==> src/rtl/cpu_pkg.sv <==
// Shared CPU definitions: datapath widths, reset PC and the writeback FSM states.
package cpu_pkg;
  localparam int PC_W   = 32;
  localparam int DATA_W = 32;
  localparam int RD_W   = 6;
  localparam int CNT_W  = 3;
  localparam logic [PC_W-1:0] RESET_PC = '0;

  typedef enum logic {ST_RUN = 1'b0, ST_SQUASH = 1'b1} state_e;

  // Redirect-related controls and flags from the EX/WB register.
  typedef struct packed {
    logic branch_neg;
    logic branch_z;
    logic jump;
    logic jump_mem;
    logic n;
    logic z;
  } redir_ctrl_t;
endpackage

==> src/rtl/wb_redirect_decode.sv <==
// Redirect decode: decides whether the instruction redirects and where to.
// Purely combinational so the hazard unit can reuse it.
module wb_redirect_decode
  import cpu_pkg::*;
(
  input  redir_ctrl_t       ctrl,
  input  logic [DATA_W-1:0] alu,
  input  logic [DATA_W-1:0] datamem,
  output logic              taken,
  output logic [PC_W-1:0]   target
);

  // jump_mem targets the loaded word; every other redirect goes to alu.
  always_comb begin
    taken  = ctrl.jump_mem | ctrl.jump | (ctrl.branch_z & ctrl.z) |
             (ctrl.branch_neg & ctrl.n);
    target = ctrl.jump_mem ? datamem[PC_W-1:0] : alu[PC_W-1:0];
  end

endmodule

==> src/rtl/wb_pc_unit.sv <==
// Writeback and PC-redirect stage: register-file write port, PC register,
// and the squash sequencer that flushes younger instructions after a redirect.
module wb_pc_unit
  import cpu_pkg::*;
#(
  parameter int FLUSH_DEPTH = 3
) (
  input  logic              clk,
  input  logic              rst_n,
  input  logic [DATA_W-1:0] alu,
  input  logic [DATA_W-1:0] datamem,
  input  logic [PC_W-1:0]   addr,
  input  logic [RD_W-1:0]   rd,
  input  logic              n,
  input  logic              z,
  input  logic              reg_write,
  input  logic              memtoreg,
  input  logic              pctoreg,
  input  logic              branch_neg,
  input  logic              branch_z,
  input  logic              jump,
  input  logic              jump_mem,
  input  logic              pc_hold,
  output logic [PC_W-1:0]   pc,
  output logic              rf_we,
  output logic [RD_W-1:0]   rf_waddr,
  output logic [DATA_W-1:0] rf_wdata,
  output logic              flush
);

  localparam logic [CNT_W-1:0] FLUSH_CNT = CNT_W'(FLUSH_DEPTH);

  state_e            state_q, state_d;
  logic [CNT_W-1:0]  cnt_q, cnt_d;
  logic [PC_W-1:0]   pc_q, pc_d;
  logic              taken;
  logic [PC_W-1:0]   target;
  redir_ctrl_t       ctrl;

  assign ctrl = '{branch_neg: branch_neg, branch_z: branch_z, jump: jump,
                  jump_mem: jump_mem, n: n, z: z};

  wb_redirect_decode u_decode (
    .ctrl    (ctrl),
    .alu     (alu),
    .datamem (datamem),
    .taken   (taken),
    .target  (target)
  );

  // State, squash counter and PC registers; reset aborts any squash in progress.
  always_ff @(posedge clk) begin
    if (!rst_n) begin
      state_q <= ST_RUN;
      cnt_q   <= '0;
      pc_q    <= RESET_PC;
    end else begin
      state_q <= state_d;
      cnt_q   <= cnt_d;
      pc_q    <= pc_d;
    end
  end

  // Next state: a redirect starts a squash; the last squashed slot returns to RUN.
  always_comb begin
    state_d = state_q;
    case (state_q)
      ST_RUN:    if (taken) state_d = ST_SQUASH;
      ST_SQUASH: if (!pc_hold && cnt_q == CNT_W'(1)) state_d = ST_RUN;
    endcase
  end

  // PC and counter update; a redirect overrides a stall, a stall freezes a squash.
  always_comb begin
    pc_d  = pc_q;
    cnt_d = cnt_q;
    if (state_q == ST_RUN) begin
      if (taken) begin
        pc_d  = target;
        cnt_d = FLUSH_CNT;
      end else if (!pc_hold) begin
        pc_d = pc_q + PC_W'(1);
      end
    end else if (!pc_hold) begin
      pc_d  = pc_q + PC_W'(1);
      cnt_d = cnt_q - CNT_W'(1);
    end
  end

  // Outputs: squashed slots never write back; nothing is asserted during reset.
  always_comb begin
    rf_we    = rst_n & reg_write & (state_q == ST_RUN);
    flush    = rst_n & (((state_q == ST_RUN) & taken) | (state_q == ST_SQUASH));
    rf_waddr = rd;
    rf_wdata = pctoreg ? DATA_W'(addr) : (memtoreg ? datamem : alu);
    pc       = pc_q;
  end

endmodule
==> config.mk <==
export PLATFORM = sky130hd
export DESIGN_NAME = wb_pc_unit
export DESIGN_NICKNAME = d
export VERILOG_FILES = /design/src/rtl/cpu_pkg.sv /design/src/rtl/wb_redirect_decode.sv /design/src/rtl/wb_pc_unit.sv
export SDC_FILE = /design/constraint.sdc
export NUM_CORES = 1
export LEC_CHECK = 0
export ABC_AREA = 1
export BUFFER_PORTS_ARGS = -buffer_cell sky130_fd_sc_hd__buf_2
export CAP_MARGIN = 10
export CORE_ASPECT_RATIO = 0.8
export CORE_MARGIN = 1
export CORE_UTILIZATION = 35
export DETAILED_ROUTE_END_ITERATION = 6
export GPL_ROUTABILITY_DRIVEN = 0
export SLEW_MARGIN = 30
export SYNTH_ARGS = -nofsm -noshare
export SYNTH_HDL_FRONTEND = slang
export SYNTH_SLANG_ARGS = --single-unit
==> constraint.sdc <==
create_clock -name clk -period 2.1 [get_ports clk]
set_clock_uncertainty 0.1 [all_clocks]
set_input_delay 0.105 -clock clk [delete_from_list [all_inputs] [get_ports clk]]
set_output_delay 0.105 -clock clk [all_outputs]
set_load 0.02 [all_outputs]
== After elaboration in Yosys (flattened, before gate mapping) ==
Cells that the tools add are included.

* Bits in writable memories: 0
* Bits of input ports: 114
* Memories kept: 0
* Bits in latches: 0
* Bits in read-only memories: 0
* Output and inout bits: 72
* Register bits after elaboration: 36

* Multiply operators: 0
* Muxes and demuxes: 12
* Equal/unequal tests: 2
* Order comparisons: 0
* Shifts and indexed selects: 0
* Div/mod/pow operators: 0
* Reductions and logical operators: 4
* Add/sub/neg operators: 2
* Bitwise operators: 11

{| class="wikitable"
|+ Operators by type and width
! operator !! number
|-
| 2-to-1 mux 32 bit || 6
|-
| adder 32 x 1 -> 32 bit (second input constant) || 1
|-
| 2-to-1 mux 3 bit || 3
|-
| AND 1 bit || 6
|-
| OR 1 bit || 4
|-
| == test 3 x 1 -> 1 bit (second input constant) || 1
|-
| subtractor 3 x 1 -> 3 bit (second input constant) || 1
|-
| 2-to-1 mux 1 bit || 2
|-
| inequality test 2 bit (second input constant) || 1
|-
| case mux 1 bit (2 select lines) || 1
|-
| AND reduction 2 bit || 1
|-
| nonzero test 2 bit || 1
|-
| logical AND 1 bit || 1
|-
| zero test 1 bit || 1
|-
| inverter 1 bit || 1
|}

== Longest topological paths before layout ==
* Word-level depth: 6
* Depth in mapped cells: 11

== Hierarchy ==
A second synthesis with hierarchy kept.

* Cells, all modules: 639
* Area, all modules: 3,667.3 µm²

{| class="wikitable"
|+ Modules (own cells, without submodules)
! module !! cells each !! area an instance (µm²) !! times used
|-
| wb_pc_unit || 532 || 3,066.7 || 1
|-
| wb_redirect_decode || 107 || 600.6 || 1
|}

== Worst setup path before layout ==
Ideal clock, no wire load.

* Path type: reg-to-reg
* Start: register pc_q[0], in the netlist pc[0]
* End: register pc_q[18], in the netlist pc[18]
* Slack: 0.343 ns
* Cell stages (with the launch flop): 10
* Data arrival time: 1.544 ns
* Setup time: 0.114 ns
* Buffers on the path: 0
* Data required time: 1.886 ns
* Cell sequence: dfxtp_1 > ha_1 > nand3_4 > nor2_4 > nand2_2 > nor2_2 > nand2_1 > xor2_1 > o21bai_1 > inv_1

* Longest elaborated chain between the ends: 4

{| class="wikitable"
|+ RTL lines
! element !! RTL line !! text
|-
| start, declared || wb_pc_unit.sv:35 || <nowiki>logic [PC_W-1:0] pc_q, pc_d;</nowiki>
|-
| start signal, assigned || wb_pc_unit.sv:60 || <nowiki>pc_q <= pc_d;</nowiki>
|-
| adder 32 x 1 -> 32 bit (*) || wb_pc_unit.sv:82, wb_pc_unit.sv:85 ||
|-
| 2-to-1 mux 32 bit (*) || wb_pc_unit.sv:81, wb_pc_unit.sv:84 ||
|-
| 2-to-1 mux 32 bit || wb_pc_unit.sv:78 || <nowiki>if (taken) begin</nowiki>
|-
| 2-to-1 mux 32 bit (*) || wb_pc_unit.sv:77 || <nowiki>if (state_q == ST_RUN) begin</nowiki>
|}

Mark *: on every way between the ends. The rest lies on a longest branch, timed or not.
A chain may end at the register's enable or synchronous reset.

== Worst setup path after layout ==
* Start: register pc_q[0], in the netlist pc[0]
* End: register pc_q[22], in the netlist pc[22]

The elaborated chain is that of the path after synthesis.

==> results by group <==
Run
  • MaxCap Viol Count: 0

Hold path
  • Tightest Hold Check Type: input port to flip-flop
  • Hold worst-path end: pc[1]$_SDFF_PN0_
  • Min-delay src: pc_hold
  • Hold Path Stages: 3

Worst setup path
  • CP peak stage delay: 400 ps
  • Reg2Reg Depth: 8
  • Worst Setup End Kind: flip-flop
  • Critical Path Slowest Stage Cell: dfxtp_1
  • Reg-to-reg endpoint: pc[22]$_SDFF_PN0_
  • CP arrival: 1930 ps
  • Crit path cell chain: ha_1 -> nand4_1 -> nor2_1 -> nand4_1 -> nand2_1 -> nand2_1 -> nand2_1 -> a21oi_1
  • Crit path from: pc[0]$_SDFF_PN0_
  • Worst r2r src: pc[0]$_SDFF_PN0_
  • Crit Path Category: flip-flop to flip-flop
  • Crit Path Max Fanout: 4
  • Worst Path Required: 2140 ps
  • CP startpoint kind: flip-flop
  • Critical path's most frequent cell: nand2_1
  • R2R Setup Slk: 200 ps

STA
  • Max Clock Freq: 0.527 GHz
  • Final hold violations: 0
  • Slew margin rel.: 0.464
  • Min setup slack post-route: 203 ps
  • Final min period: 1900 ps
  • Unrepaired setup endpoints after global routing: false
  • Setup_tns: 0 ps
  • Final setup violation count: 0
  • Max-slew violations: 0
  • Worst-Margin Slew: 803 ps
  • Final worst path period share: 0.903

Clock network
  • Worst-path clk slew: 50 ps
  • Max Root-Sink Buffers: 2
  • CTS tree: yes
  • CTS sink cnt: 36
  • CTS root buffer: clkbuf_16
  • Hold Buf Count CTS: 0
  • Cts repair resizes: 0
  • CTS buffer count: 5
  • Htree depth: 2
  • Clk Latency, worst-skew pair: 290 ps
  • Postcts setup bufs: 0

Floorplan
  • Full die area: 0.0105 mm²
  • Horiz. Die Dim: 115 µm
  • Initial core utilization: 0.365
  • I/O pin count: 186
  • Core box area: 0.00973 mm²
  • Die height: 92.1 µm
  • Site row count: 32

Pwr
  • Overall Power: 2.41 mW
  • Leak: 2.40 nW
  • Max IR drop VDD: 0.312 mV
  • Pwr Density: 519 mW/mm²

Final layout
  • Antenna diodes: 0
  • Share of cells above drive strength 1: 0.278
  • Fill count: 1065
  • Final design area excluding fillers: 0.00465 mm²
  • Area grow syn2layout: 31.1%
  • Final net count: 874

Global routing
  • Largest net degree at the start of global routing: 55
  • Initial antenna violation count: 0
  • Total GRT Usage: 0.224
  • Total global routing overflow: 0
  • Global-route wire length before repair: 18700 µm
  • Vias in the first global route: 4037

Drt
  • Initial DRT Pass Iterations: 4
  • Drt wl/cell: 13.1 µm
  • DRT Wirelength: 11700 µm
  • First DRT Iteration DRCs: 184
  • Post-route ant nets: 0
  • DRC viols: 0
  • Vias/cell: 4.85
  • Routed vias: 4336

Placement
  • I/O Buffers: 173
  • Pre-CTS setup slack: 261 ps
  • Final HPWL DP: 9460 µm
  • Placed cell area: 0.00451 mm²

Synth
  • Post-synth EDFFs: 0
  • Yosys cell types: 34
  • Top-area cell type share of the netlist area: 0.203
  • Most numerous cell in the Yosys netlist: nand2_1
  • Syn Nets: 721
  • Synth cell count leaders: 191 x nand2_1, 84 x inv_1, 50 x o21ai_0
  • Seq/Total Area, Yosys: 0.203
  • Synth Instances: 604
  • Yosys reg bits: 36
  • Yosys warnings: 0
  • Largest cells by area after synthesis: dfxtp_1 20%, nand2_1 20%, inv_1 8.9%, o21ai_0 7.1%, o211ai_1 6.3%
  • Syn avg cell area: 5.87 µm²
  • Cell taking the most area after synthesis: dfxtp_1
  • Top_reg_cell synth: dfxtp_1
  • Post-Syn Area: 0.00355 mm²
  • Asr flop ratio synth: 0

Outcome
  • Run status: finished clean
report_power, final:
part           switching (mW)  total [mW]  internal (mW)
clock                   0.293       0.766          0.473
sequential             0.0825       0.827          0.744
combinational           0.501       0.821          0.320
kinds of logic (layout without fill, tap and decap cells):
family          Yosys count  count (layout)  synth area share
xor+xnor                 18              18            0.0444
buf+inv                 122             276             0.142
compound gates          140             140             0.245
fa+ha+maj                 3               3            0.0106
simple gates            285             285             0.355
flops                    36              36             0.203
per-stage QoR:
stage,utilization,hold slack (ps),std cells
3_3_place_gp,0.463,110,886
3_5_place_dp,0.463,110,886
6_report,0.478,72.6,894
2_1_floorplan,-,160,604
5_1_grt,0.478,86.4,894
4_1_cts,0.478,65.2,894
critical path, delay by kind of cell (launching register included):
kind	cells	cell delay, ps
AO/OA/AOI/OAI	1	60
adder cells (fa/ha/maj)	1	280
flip-flops	1	400
AND/OR/NAND/NOR	6	900
layout by cell type (no fill, tap or decap):
cell and instances:
buf_4 5, ha_1 3, nand3_4 2, nand4_1 9, nand3b_1 5, nor2_1 33
xnor2_1 6, a221oi_1 1, nor2_4 4, nor3_1 6, or2_2 1, clkbuf_8 1
a31oi_1 2, buf_12 3, dfxtp_1 36, o211ai_1 30, a21oi_1 23, inv_1 84
nand2_2 2, nor3_4 1, o21ai_0 50, o21a_1 26, o21bai_1 5, clkbuf_16 5
inv_4 1, a211oi_1 2, inv_2 2, buf_2 173, nand3_1 21, nand2_1 191
xor2_1 12, a21o_2 1, nor2_2 7, nand3_2 3, clkbuf_1 2
cell type report:
class | count | area (µm²) | area share
clock buffers | 8 | 146 | 0.0315
inverters | 87 | 329 | 0.0707
multi-input cells | 446 | 2320 | 0.499
flip-flops and latches | 36 | 721 | 0.155
well taps | 136 | 170 | 0.0366
repair buffers | 181 | 963 | 0.207
registers in the layout (all words and copies together) (netlist names):
register,flops
pc,32
cnt_q,3
state_q,1
layer usage:
| layer | up-vias | track usage | share of wire |
|---|---|---|---|
| li1 | 2244 | - | - |
| met1 | 1936 | 0.268 | 0.44 |
| met2 | 142 | 0.397 | 0.47 |
| met3 | 14 | 0.0542 | 0.072 |
| met4 | 0 | 0.0606 | 0.015 |
| met5 | - | 0 | 0 |
how the worst max path moves through the flow:
stage,end,depth (start not counted)
floorplan,pc[18]$_SDFF_PN0_,9
global placement,pc[22]$_SDFF_PN0_,8
global route,pc[22]$_SDFF_PN0_,8
finish,pc[22]$_SDFF_PN0_,8
CTS,pc[22]$_SDFF_PN0_,8
detailed placement,pc[22]$_SDFF_PN0_,8
Power figures use the tool's default switching activity.
